--- src/rtl/apb_master_mslv_if.sv ---
// apb_master_mslv_if: APB3 bus bundle between the bridge (master) and its slaves
interface apb_master_mslv_if #(
    parameter int ADDR_W  = 9,
    parameter int DATA_W  = 8,
    parameter int NUM_SLV = 2
);
    logic [ADDR_W-1:0]         PADDR;
    logic [NUM_SLV-1:0]        PSEL;
    logic                      PENABLE;
    logic                      PWRITE;
    logic [DATA_W-1:0]         PWDATA_BUS;
    logic [NUM_SLV*DATA_W-1:0] PRDATA;
    logic [NUM_SLV-1:0]        PREADY;
    logic [NUM_SLV-1:0]        PSLVERR_S;

    modport master (
        output PADDR, PSEL, PENABLE, PWRITE, PWDATA_BUS,
        input  PRDATA, PREADY, PSLVERR_S
    );

    modport slave (
        input  PADDR, PSEL, PENABLE, PWRITE, PWDATA_BUS,
        output PRDATA, PREADY, PSLVERR_S
    );
endinterface

--- src/rtl/apb_master_mslv.sv ---
// apb_master_mslv: APB3 master bridge to NUM_SLV address-decoded slaves; APB_TIMEOUT_EN adds an ACCESS wait limit
module apb_master_mslv #(
    parameter int ADDR_W  = 9,
    parameter int DATA_W  = 8,
    parameter int NUM_SLV = 2,
    parameter int TIMEOUT = 16
) (
    input  logic              clk,
    input  logic              PRESETn,
    input  logic              TRANSFER,
    input  logic              READ_WRITE,
    input  logic [ADDR_W-1:0] PWADDR,
    input  logic [ADDR_W-1:0] PRADDR,
    input  logic [DATA_W-1:0] PWDATA,
    output logic              cmd_ready,
    output logic [DATA_W-1:0] DATA_OUT,
    output logic              PSLVERR,
    output logic              done,
    apb_master_mslv_if.master bus
);
    localparam int SEL_W = NUM_SLV > 1 ? $clog2(NUM_SLV) : 1;
    localparam logic [SEL_W:0] NSLV = NUM_SLV[SEL_W:0];
    localparam logic [1:0] IDLE = 2'd0, SETUP = 2'd1, ACCESS = 2'd2, ERR = 2'd3;

    logic [1:0]         state;
    logic [ADDR_W-1:0]  addr;
    logic [ADDR_W-1:0]  cmd_addr;
    logic [SEL_W-1:0]   sel;
    logic [SEL_W-1:0]   cmd_sel;
    logic [DATA_W-1:0]  wdata;
    logic [DATA_W-1:0]  rdata;
    logic [NUM_SLV-1:0] psel;
    logic               write;
    logic               rdy;
    logic               serr;
    logic               accept;
    logic               tmo;

    assign sel            = addr[ADDR_W-1 -: SEL_W];
    assign cmd_addr       = READ_WRITE ? PRADDR : PWADDR;
    assign cmd_sel        = cmd_addr[ADDR_W-1 -: SEL_W];
    assign cmd_ready      = state == IDLE || (state == ACCESS && rdy);
    assign accept         = TRANSFER && cmd_ready;
    assign bus.PADDR      = addr;
    assign bus.PWRITE     = write;
    assign bus.PWDATA_BUS = wdata;
    assign bus.PENABLE    = state == ACCESS;
    assign bus.PSEL       = psel;

    // Pick the addressed slave's response and drive its select during SETUP/ACCESS
    always_comb begin
        rdata = '0;
        rdy   = 1'b0;
        serr  = 1'b0;
        psel  = '0;
        for (int i = 0; i < NUM_SLV; i++)
            if (sel == i[SEL_W-1:0]) begin
                rdata   = bus.PRDATA[i*DATA_W +: DATA_W];
                rdy     = bus.PREADY[i];
                serr    = bus.PSLVERR_S[i];
                psel[i] = state == SETUP || state == ACCESS;
            end
    end

`ifdef APB_TIMEOUT_EN
    localparam int CNT_W = $clog2(TIMEOUT + 1);
    logic [CNT_W-1:0] cnt;

    assign tmo = state == ACCESS && !rdy && cnt == CNT_W'(TIMEOUT - 1);

    // Count unanswered ACCESS cycles; restarts with every SETUP
    always_ff @(posedge clk)
        if (!PRESETn || state == SETUP)
            cnt <= '0;
        else if (state == ACCESS && !rdy)
            cnt <= cnt + 1'b1;
`else
    assign tmo = 1'b0;
`endif

    // Accept and decode commands, step through the APB phases, report completion status
    always_ff @(posedge clk)
        if (!PRESETn) begin
            state    <= IDLE;
            addr     <= '0;
            write    <= 1'b0;
            wdata    <= '0;
            DATA_OUT <= '0;
            PSLVERR  <= 1'b0;
            done     <= 1'b0;
        end else begin
            done <= (state == ACCESS && (rdy || tmo)) || state == ERR;
            if (state == ERR || tmo)
                PSLVERR <= 1'b1;
            else if (state == ACCESS && rdy) begin
                PSLVERR <= serr;
                if (!write && !serr)
                    DATA_OUT <= rdata;
            end
            if (accept) begin
                addr  <= cmd_addr;
                write <= !READ_WRITE;
                wdata <= PWDATA;
                state <= {1'b0, cmd_sel} < NSLV ? SETUP : ERR;
            end else if (state == SETUP)
                state <= ACCESS;
            else if (state == ERR || tmo || (state == ACCESS && rdy))
                state <= IDLE;
        end
endmodule

--- src/flat_wrapper.sv ---
// flat-port wrapper written by rule: the top's interface ports become plain ports
module apb_master_mslv_flat 
#(
    parameter int ADDR_W  = 9,
    parameter int DATA_W  = 8,
    parameter int NUM_SLV = 2,
    parameter int TIMEOUT = 16
)
  (clk, PRESETn, TRANSFER, READ_WRITE, PWADDR, PRADDR, PWDATA, cmd_ready, DATA_OUT, PSLVERR, done, bus_PADDR, bus_PSEL, bus_PENABLE, bus_PWRITE, bus_PWDATA_BUS, bus_PRDATA, bus_PREADY, bus_PSLVERR_S);
  apb_master_mslv_if #(.ADDR_W(ADDR_W), .DATA_W(DATA_W), .NUM_SLV(NUM_SLV)) bus_i ();
  input  logic clk;
  input  logic PRESETn;
  input  logic TRANSFER;
  input  logic READ_WRITE;
  input  logic [ADDR_W-1:0] PWADDR;
  input  logic [ADDR_W-1:0] PRADDR;
  input  logic [DATA_W-1:0] PWDATA;
  output logic cmd_ready;
  output logic [DATA_W-1:0] DATA_OUT;
  output logic PSLVERR;
  output logic done;
  output wire logic [$bits(bus_i.PADDR)-1:0] bus_PADDR;
  output wire logic [$bits(bus_i.PSEL)-1:0] bus_PSEL;
  output wire logic [$bits(bus_i.PENABLE)-1:0] bus_PENABLE;
  output wire logic [$bits(bus_i.PWRITE)-1:0] bus_PWRITE;
  output wire logic [$bits(bus_i.PWDATA_BUS)-1:0] bus_PWDATA_BUS;
  input wire logic [$bits(bus_i.PRDATA)-1:0] bus_PRDATA;
  input wire logic [$bits(bus_i.PREADY)-1:0] bus_PREADY;
  input wire logic [$bits(bus_i.PSLVERR_S)-1:0] bus_PSLVERR_S;
  assign bus_PADDR = bus_i.PADDR;
  assign bus_PSEL = bus_i.PSEL;
  assign bus_PENABLE = bus_i.PENABLE;
  assign bus_PWRITE = bus_i.PWRITE;
  assign bus_PWDATA_BUS = bus_i.PWDATA_BUS;
  assign bus_i.PRDATA = bus_PRDATA;
  assign bus_i.PREADY = bus_PREADY;
  assign bus_i.PSLVERR_S = bus_PSLVERR_S;
  apb_master_mslv #(.ADDR_W(ADDR_W), .DATA_W(DATA_W), .NUM_SLV(NUM_SLV), .TIMEOUT(TIMEOUT)) u_core (.clk(clk), .PRESETn(PRESETn), .TRANSFER(TRANSFER), .READ_WRITE(READ_WRITE), .PWADDR(PWADDR), .PRADDR(PRADDR), .PWDATA(PWDATA), .cmd_ready(cmd_ready), .DATA_OUT(DATA_OUT), .PSLVERR(PSLVERR), .done(done), .bus(bus_i));
endmodule
--- config.mk ---
export PLATFORM = sky130hd
export DESIGN_NAME = apb_master_mslv_flat
export DESIGN_NICKNAME = d
export VERILOG_FILES = /design/src/rtl/apb_master_mslv_if.sv /design/src/rtl/apb_master_mslv.sv /design/src/flat_wrapper.sv
export SDC_FILE = /design/constraint.sdc
export NUM_CORES = 1
export LEC_CHECK = 0
export BUFFER_PORTS_ARGS = -buffer_cell sky130_fd_sc_hd__buf_2
export CAP_MARGIN = 20
export CORE_UTILIZATION = 40
export CTS_CLUSTER_SIZE = 40
export DETAILED_ROUTE_END_ITERATION = 10
export GPL_ROUTABILITY_DRIVEN = 0
export PLACE_DENSITY_LB_ADDON = 0.1
export SLEW_MARGIN = 20
export SYNTH_ARGS = -nofsm -noshare
export SYNTH_HDL_FRONTEND = slang
export SYNTH_SLANG_ARGS = --single-unit
--- constraint.sdc ---
create_clock -name clk -period 1.28 [get_ports clk]
set_input_delay 0.192 -clock clk [delete_from_list [all_inputs] [get_ports clk]]
set_output_delay 0.192 -clock clk [all_outputs]
set_load 0.02 [all_outputs]
==> impl_metrics.csv <==
group,metric,value,unit
critical_path,rr_endpoint,"u_core.bus.PWDATA_BUS[5]$_SDFFE_PN0P_",
layout,fin_nets,315,
layout,stdcell_count,309,
sta,maxSlewHeadroom,81.0,%
synthesis,synth_nets,212,
sta,fmax,0.620,GHz
layout,final_cell_mix,"76 x buf_2, 51 x nand2_1, 27 x dfxtp_1",
hold_path,hold_depth,3,
place,detailedPlace.worstSlack,-0.126,ns
detailed_routing,routedWlPerCell,11.5,um
cts,cts_hold_buf,0,
run,drv.max_cap_violation_count,0,
detailed_routing,drtIter0Drc,36,
synthesis,yosys_warnings,0,
sta,finalHoldViolCount,0,
critical_path,cpPeakStageDelay,0.35,ns
cts,path_clk_slew,0.06,ns
detailed_routing,wl,3540,um
hold_path,hold_path_class,"input port to register",
layout,drive_gt1_share,55.9,%
synthesis,synthesis.area,1520,sq um
cts,clock_path_buffers,2,
synthesis,ys_ff_latch,30,
run_status,status,"finished, violations left",
sta,tns,-6.37,ns
synthesis,synthFlopType,"dfxtp_1",
synthesis,synth_edf_count,0,
global_route,gr-usage-met3,5.80,%
critical_path,required,1.09,ns
detailed_routing,drtPass1Iterations,4,
floorplan,coreArea,3660,sq um
detailed_routing,vias,1446,
hold_path,min-delay-start,"PWDATA[3]",
synthesis,ys_seq_area_share,39.6,%
sta,worstMarginPinSlew,0.284,ns
power_and_ir_drop,irDropWorstVdd,675,uV
synthesis,synthCells,158,
cts,cts_tree,"yes",
global_route,antenna_found_initial,0,
critical_path,cp-end-kind,"primary output",
detailed_routing,viasPerCell,4.68,
synthesis,synth_cell_types,24,
global_route,busiest_layer,"met2",
sta,period_share,126,%
cts,cts_sinks,30,
sta,slew_violations,0,
floorplan,core.rowCount,22,
floorplan,die_y,63.6,um
floorplan,dieArea,4040,sq um
cts,clk_latency,0.28,ns
power_and_ir_drop,pwr_density_cell,1100,nW/um^2
global_route,grt_use_met1,22.0,%
global_route,grt_max_degree,57,
critical_path,worstPathCellList,"mux2_4, and2_4, or2_4, buf_6",
layout,final_common_cell,"buf_2",
critical_path,arrival,1.42,ns
global_route,grt_usage,18.9,%
critical_path,critPathKind,"register to primary output",
global_route,grt-ovfl-total,0,
global_route,grt_pass1_vias,1330,
synthesis,avgSynthCellArea,9.61,sq um
cts,cts_root_buffer,"clkbuf_8",
sta,setup_violations,35,
sta,rsz0062_at_grt,"yes",
sta,hold_ws,0.149,ns
critical_path,r2r_cells,6,
place,dp_hpwl,2380,um
run_status,failed_checks,"setup timing",
critical_path,crit_fanout,2,
floorplan,initial_core_util,41.5,%
sta,finalCriticalPeriod,1.61,ns
floorplan,die-width,63.6,um
global_route,grt_pass1_wl,5840,um
detailed_routing,postRouteAntennaNets,0,
sta,fin_ws,-0.333,ns
place,portBuffers,81,
floorplan,io_pins,82,
cts,htreeDepth,2,
critical_path,r2r_slack,-0.27,ns
power_and_ir_drop,leakagePower,1.28,nW
critical_path,critPathSlowestCell,"dfxtp_4",
detailed_routing,drc,0,
layout,utilization,65.7,%
critical_path,rr_startpoint,"u_core.bus.PADDR[8]$_SDFFE_PN0P_",
hold_path,whs_endpoint,"u_core.bus.PWDATA_BUS[3]$_SDFFE_PN0P_",
cts,numCtsBuffers,5,
place,dpl.cell_count,292,
layout,syn2layout_area_growth,58.5,%
sta,fin_skew,0.00280,ns
layout,insertedDiodeCount,0,
critical_path,critPathLaunchType,"register",
synthesis,async_reset_ff_share,0,%
global_route,use_met2,31.0,%
==> timing repair <==
item,CTS,global route
pin swaps,5,3
endpoints found under the setup margin,34,35
gates cloned,2,0
setup buffers,5,4
gates resized for setup,23,14
==> metal layers <==
metal / vias to the layer above / wire length (um)
met1: 656 / 1570
met3: 8 / 190
met5: - / 0
met2: 46 / 1710
li1: 736 / -
met4: 0 / 66
==> sequential cells by signal (all words and copies together), names as in the netlist <==
name	flops
u_core.PSLVERR	1
u_core.bus.PADDR	9
u_core.done	1
u_core.bus.PWRITE	1
u_core.DATA_OUT	8
u_core.state	2
u_core.bus.PWDATA_BUS	8
==> power by group <==
group	switching (W)	internal, W	leakage, nW
logic	0.000398	0.000478	0.989
registers	0.0000369	0.00101	0.247
clock network	0.000353	0.000364	0.0438
total	0.000788	0.00185	1.28
==> per-stage QoR <==
stage / area [sq um] / total power, W
2_1_floorplan: 1530 / 0.00149
3_3_place_gp: 2090 / 0.00174
3_5_place_dp: 2090 / 0.00175
4_1_cts: 2340 / 0.00261
5_1_grt: 2400 / 0.00278
6_report: 2400 / 0.00264
==> worst max-delay path by stage <==
stage | slack (ns) | end | from | cells after the start
2_1_floorplan | -0.06 | cmd_ready | u_core.bus.PADDR[8]$_SDFFE_PN0P_ | 3
3_3_place_gp | -0.1 | cmd_ready | u_core.bus.PADDR[8]$_SDFFE_PN0P_ | 4
3_5_place_dp | -0.13 | u_core.bus.PWDATA_BUS[5]$_SDFFE_PN0P_ | u_core.state[0]$_SDFFE_PN0P_ | 6
4_1_cts | -0.34 | cmd_ready | u_core.bus.PADDR[8]$_SDFFE_PN0P_ | 4
5_1_grt | -0.37 | cmd_ready | u_core.bus.PADDR[8]$_SDFFE_PN0P_ | 4
6_report | -0.33 | cmd_ready | u_core.bus.PADDR[8]$_SDFFE_PN0P_ | 4
==> synth_stat cells, drive strengths merged (2+ instances only) <==
cell / count / area (sq um)
dfxtp: 30 / 601
mux2i: 27 / 270
inv: 2 / 7.51
nand2: 51 / 191
and2: 3 / 18.8
mux2: 18 / 206
ha: 4 / 50.1
clkbuf: 7 / 26.3
buf: 3 / 27.5
==> layout make-up <==
class | instances | area (sq um)
fill | 322 | 1260
multi-input combinational | 116 | 920
timing repair buffer | 106 | 729
sequential | 30 | 607
clock buffer | 5 | 68.8
tap | 48 | 60.1
clock inverter | 2 | 10.0
inverter | 2 | 10.0
==> worst max-delay path: cells and delay by family (launching register included) <==
family                 cells  cell delay (ns)
AND/OR/NAND/NOR            2             0.36
flip-flops                 1             0.35
buffers and inverters      1             0.13
multiplexers               1             0.30
==> cells by family (layout without fill, tap and decap cells) <==
family	count (synthesis)	in the layout	share of synthesized area, %
and+or+nand+nor	60	60	16.7
muxes	45	45	31.4
DFF	30	30	39.6
buffers and inverters	12	115	4.04
AOI/OAI and AO/OA	7	7	4.95
adders and majority gates	4	4	3.30
Note: power is estimated with default switching activity, not from simulation.
